## src/rtl/ioctl_load_sequencer.sv

```systemverilog
// ioctl_load_sequencer
//   Controller for the hps_io ioctl download path of the arcade core. Each
//   download is decoded by ioctl_index (0 = ROM image, 1 = game-select byte,
//   254 = DIP bank, anything else ignored). The core is held in reset for the
//   whole download and for HOLD_CYCLES clocks after it ends.
//
// Parameters
//   ROM_SIZE     ROM bytes accepted; writes at addr >= ROM_SIZE are dropped
//   HOLD_CYCLES  clocks core_reset stays high after ioctl_download falls (>=1)
//   DIP_DEFAULT  reset value of the 8 DIP bytes (byte n = bits [8n+7:8n])
//
// Ports
//   clk_25, reset                 clock, async active-high reset
//   ioctl_download/wr/addr/dout/index   hps_io download interface
//   rom_wr/rom_addr/rom_data      registered ROM write port (latency 1)
//   mod, mod_onehot, mod_bad      game-select byte and its decode
//   sw_flat                       DIP bytes
//   rom_ovf                       sticky out-of-range ROM write flag
//   dl_busy, core_reset           sequencer busy / core reset
//   rom_sum                       16-bit sum of accepted ROM bytes
//                                 (only with IOCTL_ROM_CHECKSUM_EN defined)
//
// state   | meaning
// --------+-----------------------------------------------
// S_IDLE  | no download, core running
// S_ROM   | ROM image download, writes go to the ROM port
// S_MOD   | game-select download, addr 0 captured into mod
// S_DIP   | DIP bank download, addr 0..7 land in sw_flat
// S_OTHER | unknown index, writes ignored
// S_HOLD  | download over, core still held for the settle interval

module ioctl_load_sequencer #(
  parameter int          ROM_SIZE    = 65536,
  parameter int          HOLD_CYCLES = 256,
  parameter logic [63:0] DIP_DEFAULT = 64'h0
) (
  input  logic        clk_25,
  input  logic        reset,
  input  logic        ioctl_download,
  input  logic        ioctl_wr,
  input  logic [24:0] ioctl_addr,
  input  logic [7:0]  ioctl_dout,
  input  logic [7:0]  ioctl_index,
  output logic        rom_wr,
  output logic [15:0] rom_addr,
  output logic [7:0]  rom_data,
  output logic [7:0]  mod,
  output logic [3:0]  mod_onehot,
  output logic        mod_bad,
  output logic [63:0] sw_flat,
  output logic        rom_ovf,
`ifdef IOCTL_ROM_CHECKSUM_EN
  output logic [15:0] rom_sum,
`endif
  output logic        dl_busy,
  output logic        core_reset
);

  localparam int          HCW       = (HOLD_CYCLES > 1) ? $clog2(HOLD_CYCLES) : 1;
  localparam logic [HCW-1:0] HOLD_LOAD = HCW'(HOLD_CYCLES - 1);
  localparam logic [25:0] ROM_LIMIT = 26'(ROM_SIZE);

  typedef enum logic [2:0] {
    S_IDLE, S_ROM, S_MOD, S_DIP, S_OTHER, S_HOLD
  } state_t;

  state_t          state_q, state_d;
  logic [HCW-1:0]  hold_cnt_q, hold_cnt_d;
  logic            rom_wr_q, rom_wr_d;
  logic [15:0]     rom_addr_q, rom_addr_d;
  logic [7:0]      rom_data_q, rom_data_d;
  logic [7:0]      mod_q, mod_d;
  logic [3:0]      mod_onehot_q, mod_onehot_d;
  logic            mod_bad_q, mod_bad_d;
  logic [63:0]     sw_flat_q, sw_flat_d;
  logic            rom_ovf_q, rom_ovf_d;

  state_t          idx_target;
  state_t          wr_target;
  logic            entering;
  logic            rom_entry;
  logic            rom_in_range;

  always_comb begin
    case (ioctl_index)
      8'd0:    idx_target = S_ROM;
      8'd1:    idx_target = S_MOD;
      8'd254:  idx_target = S_DIP;
      default: idx_target = S_OTHER;
    endcase
  end

  // A write on the entry cycle is decoded with the new index; otherwise the
  // latched state decides, so index changes mid-download have no effect.
  always_comb begin
    entering  = ((state_q == S_IDLE) || (state_q == S_HOLD)) && ioctl_download;
    wr_target = state_q;
    if (entering) wr_target = idx_target;
    rom_entry    = entering && (idx_target == S_ROM);
    rom_in_range = ({1'b0, ioctl_addr} < ROM_LIMIT);
  end

  always_comb begin
    state_d    = state_q;
    hold_cnt_d = hold_cnt_q;
    case (state_q)
      S_IDLE: begin
        if (ioctl_download) state_d = idx_target;
      end
      S_HOLD: begin
        if (ioctl_download) begin
          state_d    = idx_target;
          hold_cnt_d = '0;
        end else if (hold_cnt_q == '0) begin
          state_d = S_IDLE;
        end else begin
          hold_cnt_d = hold_cnt_q - 1'b1;
        end
      end
      default: begin
        if (!ioctl_download) begin
          state_d    = S_HOLD;
          hold_cnt_d = HOLD_LOAD;
        end
      end
    endcase
  end

  always_comb begin
    rom_wr_d   = 1'b0;
    rom_addr_d = rom_addr_q;
    rom_data_d = rom_data_q;
    rom_ovf_d  = rom_entry ? 1'b0 : rom_ovf_q;
    mod_d      = mod_q;
    sw_flat_d  = sw_flat_q;

    if (ioctl_wr) begin
      case (wr_target)
        S_ROM: begin
          if (rom_in_range) begin
            rom_wr_d   = 1'b1;
            rom_addr_d = ioctl_addr[15:0];
            rom_data_d = ioctl_dout;
          end else begin
            rom_ovf_d = 1'b1;
          end
        end
        S_MOD: begin
          if (ioctl_addr == '0) mod_d = ioctl_dout;
        end
        S_DIP: begin
          if (ioctl_addr[24:3] == '0) sw_flat_d[{ioctl_addr[2:0], 3'b000} +: 8] = ioctl_dout;
        end
        default: ;
      endcase
    end

    // Decode trails the captured byte by one cycle.
    case (mod_q)
      8'd0:    mod_onehot_d = 4'b0001;
      8'd1:    mod_onehot_d = 4'b0010;
      8'd2:    mod_onehot_d = 4'b0100;
      8'd3:    mod_onehot_d = 4'b1000;
      default: mod_onehot_d = 4'b0000;
    endcase
    mod_bad_d = (mod_q > 8'd3);
  end

  always_ff @(posedge clk_25 or posedge reset) begin
    if (reset) begin
      state_q      <= S_IDLE;
      hold_cnt_q   <= '0;
      rom_wr_q     <= 1'b0;
      rom_addr_q   <= '0;
      rom_data_q   <= '0;
      mod_q        <= '0;
      mod_onehot_q <= 4'b0001;
      mod_bad_q    <= 1'b0;
      sw_flat_q    <= DIP_DEFAULT;
      rom_ovf_q    <= 1'b0;
    end else begin
      state_q      <= state_d;
      hold_cnt_q   <= hold_cnt_d;
      rom_wr_q     <= rom_wr_d;
      rom_addr_q   <= rom_addr_d;
      rom_data_q   <= rom_data_d;
      mod_q        <= mod_d;
      mod_onehot_q <= mod_onehot_d;
      mod_bad_q    <= mod_bad_d;
      sw_flat_q    <= sw_flat_d;
      rom_ovf_q    <= rom_ovf_d;
    end
  end

`ifdef IOCTL_ROM_CHECKSUM_EN
  logic [15:0] rom_sum_q, rom_sum_d;

  // Accumulates off the registered strobe; a clear on ROM entry wins over a
  // trailing strobe from the previous load.
  always_comb begin
    rom_sum_d = rom_sum_q;
    if (rom_entry)     rom_sum_d = '0;
    else if (rom_wr_q) rom_sum_d = rom_sum_q + {8'h00, rom_data_q};
  end

  always_ff @(posedge clk_25 or posedge reset) begin
    if (reset) rom_sum_q <= '0;
    else       rom_sum_q <= rom_sum_d;
  end

  assign rom_sum = rom_sum_q;
`endif

  assign rom_wr     = rom_wr_q;
  assign rom_addr   = rom_addr_q;
  assign rom_data   = rom_data_q;
  assign mod        = mod_q;
  assign mod_onehot = mod_onehot_q;
  assign mod_bad    = mod_bad_q;
  assign sw_flat    = sw_flat_q;
  assign rom_ovf    = rom_ovf_q;
  assign dl_busy    = (state_q != S_IDLE);
  assign core_reset = reset | dl_busy;

endmodule

```

## config.mk

```make
export PLATFORM = sky130hd
export DESIGN_NAME = ioctl_load_sequencer
export DESIGN_NICKNAME = d
export VERILOG_FILES = /design/src/rtl/ioctl_load_sequencer.sv
export SDC_FILE = /design/constraint.sdc
export NUM_CORES = 1
export LEC_CHECK = 0
export BUFFER_PORTS_ARGS = -buffer_cell sky130_fd_sc_hd__buf_4
export CAP_MARGIN = 20
export CORE_ASPECT_RATIO = 1.5
export CORE_UTILIZATION = 45
export CTS_CLUSTER_SIZE = 8
export DETAILED_ROUTE_END_ITERATION = 8
export GPL_ROUTABILITY_DRIVEN = 0
export PLACE_DENSITY = 0.82
export SETUP_SLACK_MARGIN = 0.3
export SYNTH_ARGS = -nofsm -noshare
export SYNTH_HDL_FRONTEND = slang
export SYNTH_SLANG_ARGS = --single-unit
```

## constraint.sdc

```tcl
create_clock -name clk_25 -period 5.9 [get_ports clk_25]
set_clock_uncertainty 0.15 [all_clocks]
set_input_delay 0.295 -clock clk_25 [delete_from_list [all_inputs] [get_ports clk_25]]
set_output_delay 0.295 -clock clk_25 [all_outputs]
set_load 0.005 [all_outputs]
```

==> results of run 1 <==
-- cell families (layout without fill, tap and decap cells) --
family                   after synthesis  in the layout  share of synthesized area
flip-flops                           114            114                      0.573
AND/OR/NAND/NOR                       97             97                      0.118
multiplexers                          96             96                      0.215
buffers and inverters                 39            213                     0.0324
AO/OA/AOI/OAI                         37             37                     0.0505
adder cells (fa/ha/maj)                4              4                     0.0100
XOR/XNOR                               1              1                    0.00176
-- cell usage after synthesis (5+ instances only) --
master,n,area share
dfrtp_1,113,0.57
mux2_2,88,0.20
nor2_1,24,0.018
nand2_1,18,0.014
inv_1,17,0.013
a21oi_1,13,0.013
nor3_1,10,0.010
buf_1,9,0.0068
mux2i_1,8,0.016
o22a_1,8,0.014
clkbuf_1,6,0.0045
o21ai_0,6,0.0060
nand3_1,5,0.0050
nand4_1,5,0.0063
nor3b_1,5,0.0075
-- registers in the layout, indices dropped and copies added, names as in the netlist --
name,count
hold_cnt_q,8
mod,8
mod_bad,1
mod_onehot,4
rom_addr,16
rom_data,8
rom_ovf,1
rom_wr,1
state_q,3
sw_flat,64
-- worst min path at each step --
stage	start	endpoint	slack, ns	cells after the start
2_1_floorplan	ioctl_wr	rom_ovf$_DFF_PP0_	0.28	2
5_1_grt	ioctl_addr[13]	rom_addr[13]$_DFFE_PP0P_	0.0009	2
3_3_place_gp	reset	sw_flat[29]$_DFFE_PP0P_	0.32	2
3_5_place_dp	reset	sw_flat[30]$_DFFE_PP0P_	0.33	2
4_1_cts	ioctl_addr[12]	rom_addr[12]$_DFFE_PP0P_	0.0003	2
6_report	ioctl_addr[13]	rom_addr[13]$_DFFE_PP0P_	0.02	2
-- placed cells by master (no fill, tap or decap), drive strengths merged, types with 4 or more instances in the layout --
cell / synthesis / routed
buf: 15 / 151
dfrtp: 113 / 113
mux2: 88 / 88
nor2: 24 / 24
clkbuf: 6 / 22
nand2: 18 / 18
inv: 18 / 18
a21oi: 14 / 14
dlygate4sd3: 0 / 12
nor3: 10 / 10
nand4: 9 / 9
o22a: 8 / 8
mux2i: 8 / 8
nor4: 7 / 7
o21ai: 6 / 6
nor3b: 6 / 6
nand3: 5 / 5
and4: 4 / 4
ha: 4 / 4
bufinv: 0 / 4
-- layout make-up --
| type | count | area [µm²] |
|---|---|---|
| Fill cell | 772 | 3690 |
| Clock buffer | 22 | 464 |
| Clock inverter | 10 | 158 |
| Multi-Input combinational cell | 235 | 1970 |
| Sequential cell | 114 | 2850 |
| Inverter | 18 | 70.1 |
| Tap cell | 144 | 180 |
| Timing Repair Buffer | 163 | 1260 |
-- power breakdown --
part           internal [mW]  total (mW)  switching [mW]
Combinational         0.0791       0.186           0.107
Clock                  0.726        1.07           0.343
Sequential             0.811       0.843          0.0320
Total                   1.62        2.10           0.482
-- layer usage --
metal,up-vias,GRT usage,wire (µm),share of wire
met5,-,0,0,0
met4,0,0.111,291,0.023
met3,27,0.0616,645,0.050
met2,149,0.403,6900,0.54
met1,1890,0.257,4970,0.39
li1,1712,-,-,-
-- per-stage QoR --
stage / power, mW / cells / hold slack, ns / setup WS (ns)
after floorplan: 0.962 / 388 / 0.281 / 2.42
after global placement: 1.02 / 661 / 0.316 / 2.63
after detailed placement: 1.03 / 661 / 0.333 / 2.42
after CTS: 2.11 / 704 / 0.000330 / 2.60
after global routing: 2.17 / 706 / 0.000921 / 2.79
final: 2.10 / 706 / 0.0170 / 2.96
-- repair_timing --
action                                 4_1_cts  5_1_grt
resized for setup                            0        0
hold buffers                                11        1
endpoints found under the hold margin       69        1
==> flow_summary.ini, run 1 <==
[final_layout]
area_growth_pct = 39.6
num-nets-final = 598
drive_gt1_frac = 0.504
fin_area_um2 = 6950
antennaDiodeCount = 0
fin_util = 0.653

[route]
drc_errors = 0
dr.pass1.iters = 4
drt_iter0_markers = 224
vias_per_cell = 5.35
wl_per_cell_um = 18.1
vias = 3778
drtAntennaViolNets = 0
wl_um = 12800

[floorplan]
io_pins = 150
fp.dieH_um = 131
coreArea_um2 = 10600
start_util = 0.468
die_w_um = 87.9
die_area_um2 = 11500
rows = 46

[critical_path]
cp.depth = 6
critPathCaptureType = flop
start_kind = flop
r2r_start = state_q[2]$_DFFE_PP0P_
required_ns = 6.04
crit_end = sw_flat[50]$_DFFE_PP0P_
r2r_slack_ns = 2.96
cp_top_family = simple AND/OR/NAND/NOR gates
slowest_stage = dfrtp_1
cpPeakStageDelay_ns = 0.57
crit_start = state_q[2]$_DFFE_PP0P_
crit_fanout = 13
crit_chain = xor2_1 > nor3_1 > o211ai_1 > a21oi_2 > and4_1 > mux2_2
worstSetupPathType = flop to flop
r2r-end = sw_flat[50]$_DFFE_PP0P_
path_buf_inv = 0
arrival_ns = 3.07
reg2regPathDepth = 6

[synthesis]
yosysWarnings = 0
ys_async_sr_fraction = 1.00
mappedNetlistArea_um2 = 4980
synthDistinctLibCells = 44
syn_nets = 437
synth_edf_count = 0
avgSynthCellArea_um2 = 12.8
yosys_register_bits = 114
synthCells = 388
ys_seq_area_frac = 0.573
ys.flop_type = dfrtp_1

[sta]
hold_viol_final = 0
post-route-period-util = 0.498
slew_violations = 0
max_freq_ghz = 0.341
finalSetupTns_ns = 0
period_needed_ns = 2.94
setup_viol = 0
tightest_slew_ns = 0.744
max_slew_margin = 0.504
rsz0062_at_grt = no

[clocking]
cts_max_path_buffers = 2
cts_made_buffers = 17
post-cts-setup-buffers = 0
cts_tree = built
insertion_delay_ns = 0.40
clk_pin_slew_worst_paths_ns = 0.05
cts_htree_levels = 4
cts_sinks = 114
clock-root-buffer = clkbuf_16

[global_route]
grt_pass1_wl_um = 19400
grt_util_all_layers = 0.230
grt_antenna_before_repair = 0
grt_pass1_vias = 3825
grt_overflow_total = 0
grt_max_degree = 62

[power]
peakVddDrop_mv = 0.261
power_density_nw_per_um2 = 302
cellLeakagePower_nw = 3.67

[place]
placedInstanceArea_um2 = 6200
port_buffers = 149
dp.final_hpwl_um = 8960

[min_path]
hold_path_class = input pin to flop

[outcome]
outcome = complete, no violations

[flow_run]
maxCapViolCount = 0
(Power assumes the default switching activity.)
==> run 2: changes to the inputs <==
- ABC_AREA: default -> 1
- PLACE_DENSITY: 0.82 -> 0.84
- clock period: 5.9 -> 2.5 ns (I/O delays scaled with it)
==> flow_summary.ini, run 2 <==
[outcome]
outcome = complete, no violations

[sta]
period_needed_ns = 2.15
setup_viol = 0
post-route-period-util = 0.859
max_freq_ghz = 0.466
hold_viol_final = 0
max_slew_margin = 0.635
tightest_slew_ns = 0.548
slew_violations = 0
finalSetupTns_ns = 0
rsz0062_at_grt = yes

[power]
cellLeakagePower_nw = 4.44
power_density_nw_per_um2 = 750
peakVddDrop_mv = 0.608

[final_layout]
drive_gt1_frac = 0.285
num-nets-final = 919
area_growth_pct = 42.3
mostFrequentLayoutCell = nand2_1
fin_util = 0.659
antennaDiodeCount = 0
largest_reg_flops = 64
final_cell_mix = nand2_1, buf_4, dfrtp_1, nand4_1, nor2_1

[synthesis]
yosys_register_bits = 114
synth_top_cell_area_share = 0.506
synth_area_leaders = dfrtp_1, nand2_1, nand4_1
synth_largest_area_cell = dfrtp_1
syn_nets = 716
avgSynthCellArea_um2 = 8.38
synthDistinctLibCells = 33
ys.flop_type = dfrtp_1
ys_async_sr_fraction = 1.00
synthCells = 667
yosysWarnings = 0
yosysMostFrequentCell = nand2_1
synth_common_cells = nand2_1, dfrtp_1, nand4_1
synth_edf_count = 0
ys_seq_area_frac = 0.510
mappedNetlistArea_um2 = 5590

[floorplan]
die_area_um2 = 12900
io_pins = 150
start_util = 0.463
coreArea_um2 = 12100
rows = 49
fp.dieH_um = 139
die_w_um = 93.0

[global_route]
grt_util_all_layers = 0.264
grt_max_degree = 57
grt_pass1_wl_um = 26100
grt_pass1_vias = 5268
grt_antenna_before_repair = 0
grt_overflow_total = 0

[place]
dp.final_hpwl_um = 10900
port_buffers = 149

[route]
vias_per_cell = 5.41
wl_um = 17000
dr.pass1.iters = 5
drt_iter0_markers = 428
drtAntennaViolNets = 0
vias = 5594
drc_errors = 0
wl_per_cell_um = 16.4

[critical_path]
start_kind = flop
required_ns = 2.64
critPathCaptureType = flop
worstSetupPathType = flop to flop
crit_fanout = 22
arrival_ns = 2.29

[min_path]
hold_path_class = input pin to flop

[clocking]
cts_sinks = 114
insertion_delay_ns = 0.41
clk_pin_slew_worst_paths_ns = 0.05
cts_made_buffers = 17
cts_htree_levels = 4
clock-root-buffer = clkbuf_16
cts_max_path_buffers = 2
cts_tree = built

[flow_run]
maxCapViolCount = 0
==> run 2: cell count changes in the layout (fill, tap and decap cells not counted), moves of 12 or more <==
| cell | delta |
|---|---|
| nand2_1 | +222 |
| nand4_1 | +95 |
| dlygate4sd3_1 | +17 |
| nor2_1 | +27 |
| nand3_2 | +12 |
| buf_4 | +28 |
| inv_1 | +34 |
| mux2_2 | -88 |
==> run 2: final timing paths <==
| path | start | endpoint | slack [ns] | cells past startpoint |
|---|---|---|---|---|
| max in group asynchronous | reset | sw_flat[55]$_DFFE_PP0P_ | 1.19 | 4 |
| min | ioctl_addr[16] | rom_ovf$_DFF_PP0_ | 0.03 | 5 |
| max reg2reg | state_q[0]$_DFFE_PP0P_ | rom_addr[11]$_DFFE_PP0P_ | 0.35 | 11 |
| min reg2reg | sw_flat[56]$_DFFE_PP0P_ | sw_flat[56]$_DFFE_PP0P_ | 0.32 | 2 |
| min in group asynchronous | reset | sw_flat[10]$_DFFE_PP0P_ | 0.15 | 3 |
| max | state_q[0]$_DFFE_PP0P_ | rom_addr[11]$_DFFE_PP0P_ | 0.35 | 11 |
==> run 2: timing repair <==
action                     CTS  global route
gates resized for setup      1            19
cloned                       2             3
setup endpoints to repair   64            97
hold buffers                29             0
pin swaps                    2             5
buffers inserted             0             8
hold endpoints to repair    86             0
==> run 2: cell families after synthesis <==
kind of cell | after synthesis | share of synthesized area
DFF | 114 | 0.510
adders and majority gates | 4 | 0.00895
buffers and inverters | 86 | 0.0792
and+or+nand+nor | 440 | 0.376
AOI/OAI and AO/OA | 23 | 0.0251
==> run 2: critical path, cell delays in order, from the launching register on <==
cell and delay (ns):
dfrtp_1 0.40, inv_1 0.13, nand3_2 0.11, nand2_2 0.12, nand2_4 0.09, inv_2 0.08
nand3_1 0.14, nand2_4 0.21, inv_4 0.14, buf_4 0.24, nand4_1 0.13, nand2_1 0.08
==> run 2: stage by stage <==
stage / power (mW) / setup WS (ns) / area (µm²) / std cells / hold WS, ns
global placement: 3.23 / 0.336 / 6860 / 962 / 0.0198
floorplan: 2.97 / 0.265 / 5600 / 667 / 0.124
global route: 6.20 / 0.247 / 7960 / 1034 / 0.0477
detailed placement: 3.26 / 0.259 / 6860 / 962 / 0.0246
finish: 5.97 / 0.352 / 7960 / 1034 / 0.0349
CTS: 5.76 / 0.325 / 7760 / 1023 / 0.00365
==> run 2: layout make-up <==
class,count,area (µm²)
flip-flops and latches,114,2850
multi-input cells,472,2420
inverters,55,215
well taps,153,191
clock inverters,10,134
clock buffers,20,457
fillers,928,4120
repair buffers,210,1690
==> run 2: power breakdown <==
group	switching [mW]	total, mW	internal, mW
Sequential	0.0506	1.99	1.94
Combinational	1.05	1.55	0.498
Clock	0.829	2.43	1.60
==> run 2: routing by layer <==
metal,vias up,track usage,share of wire
met5,-,0,0
met4,0,0.130,0.036
met3,51,0.0550,0.067
met2,271,0.459,0.53
met1,2640,0.304,0.37
li1,2632,-,-
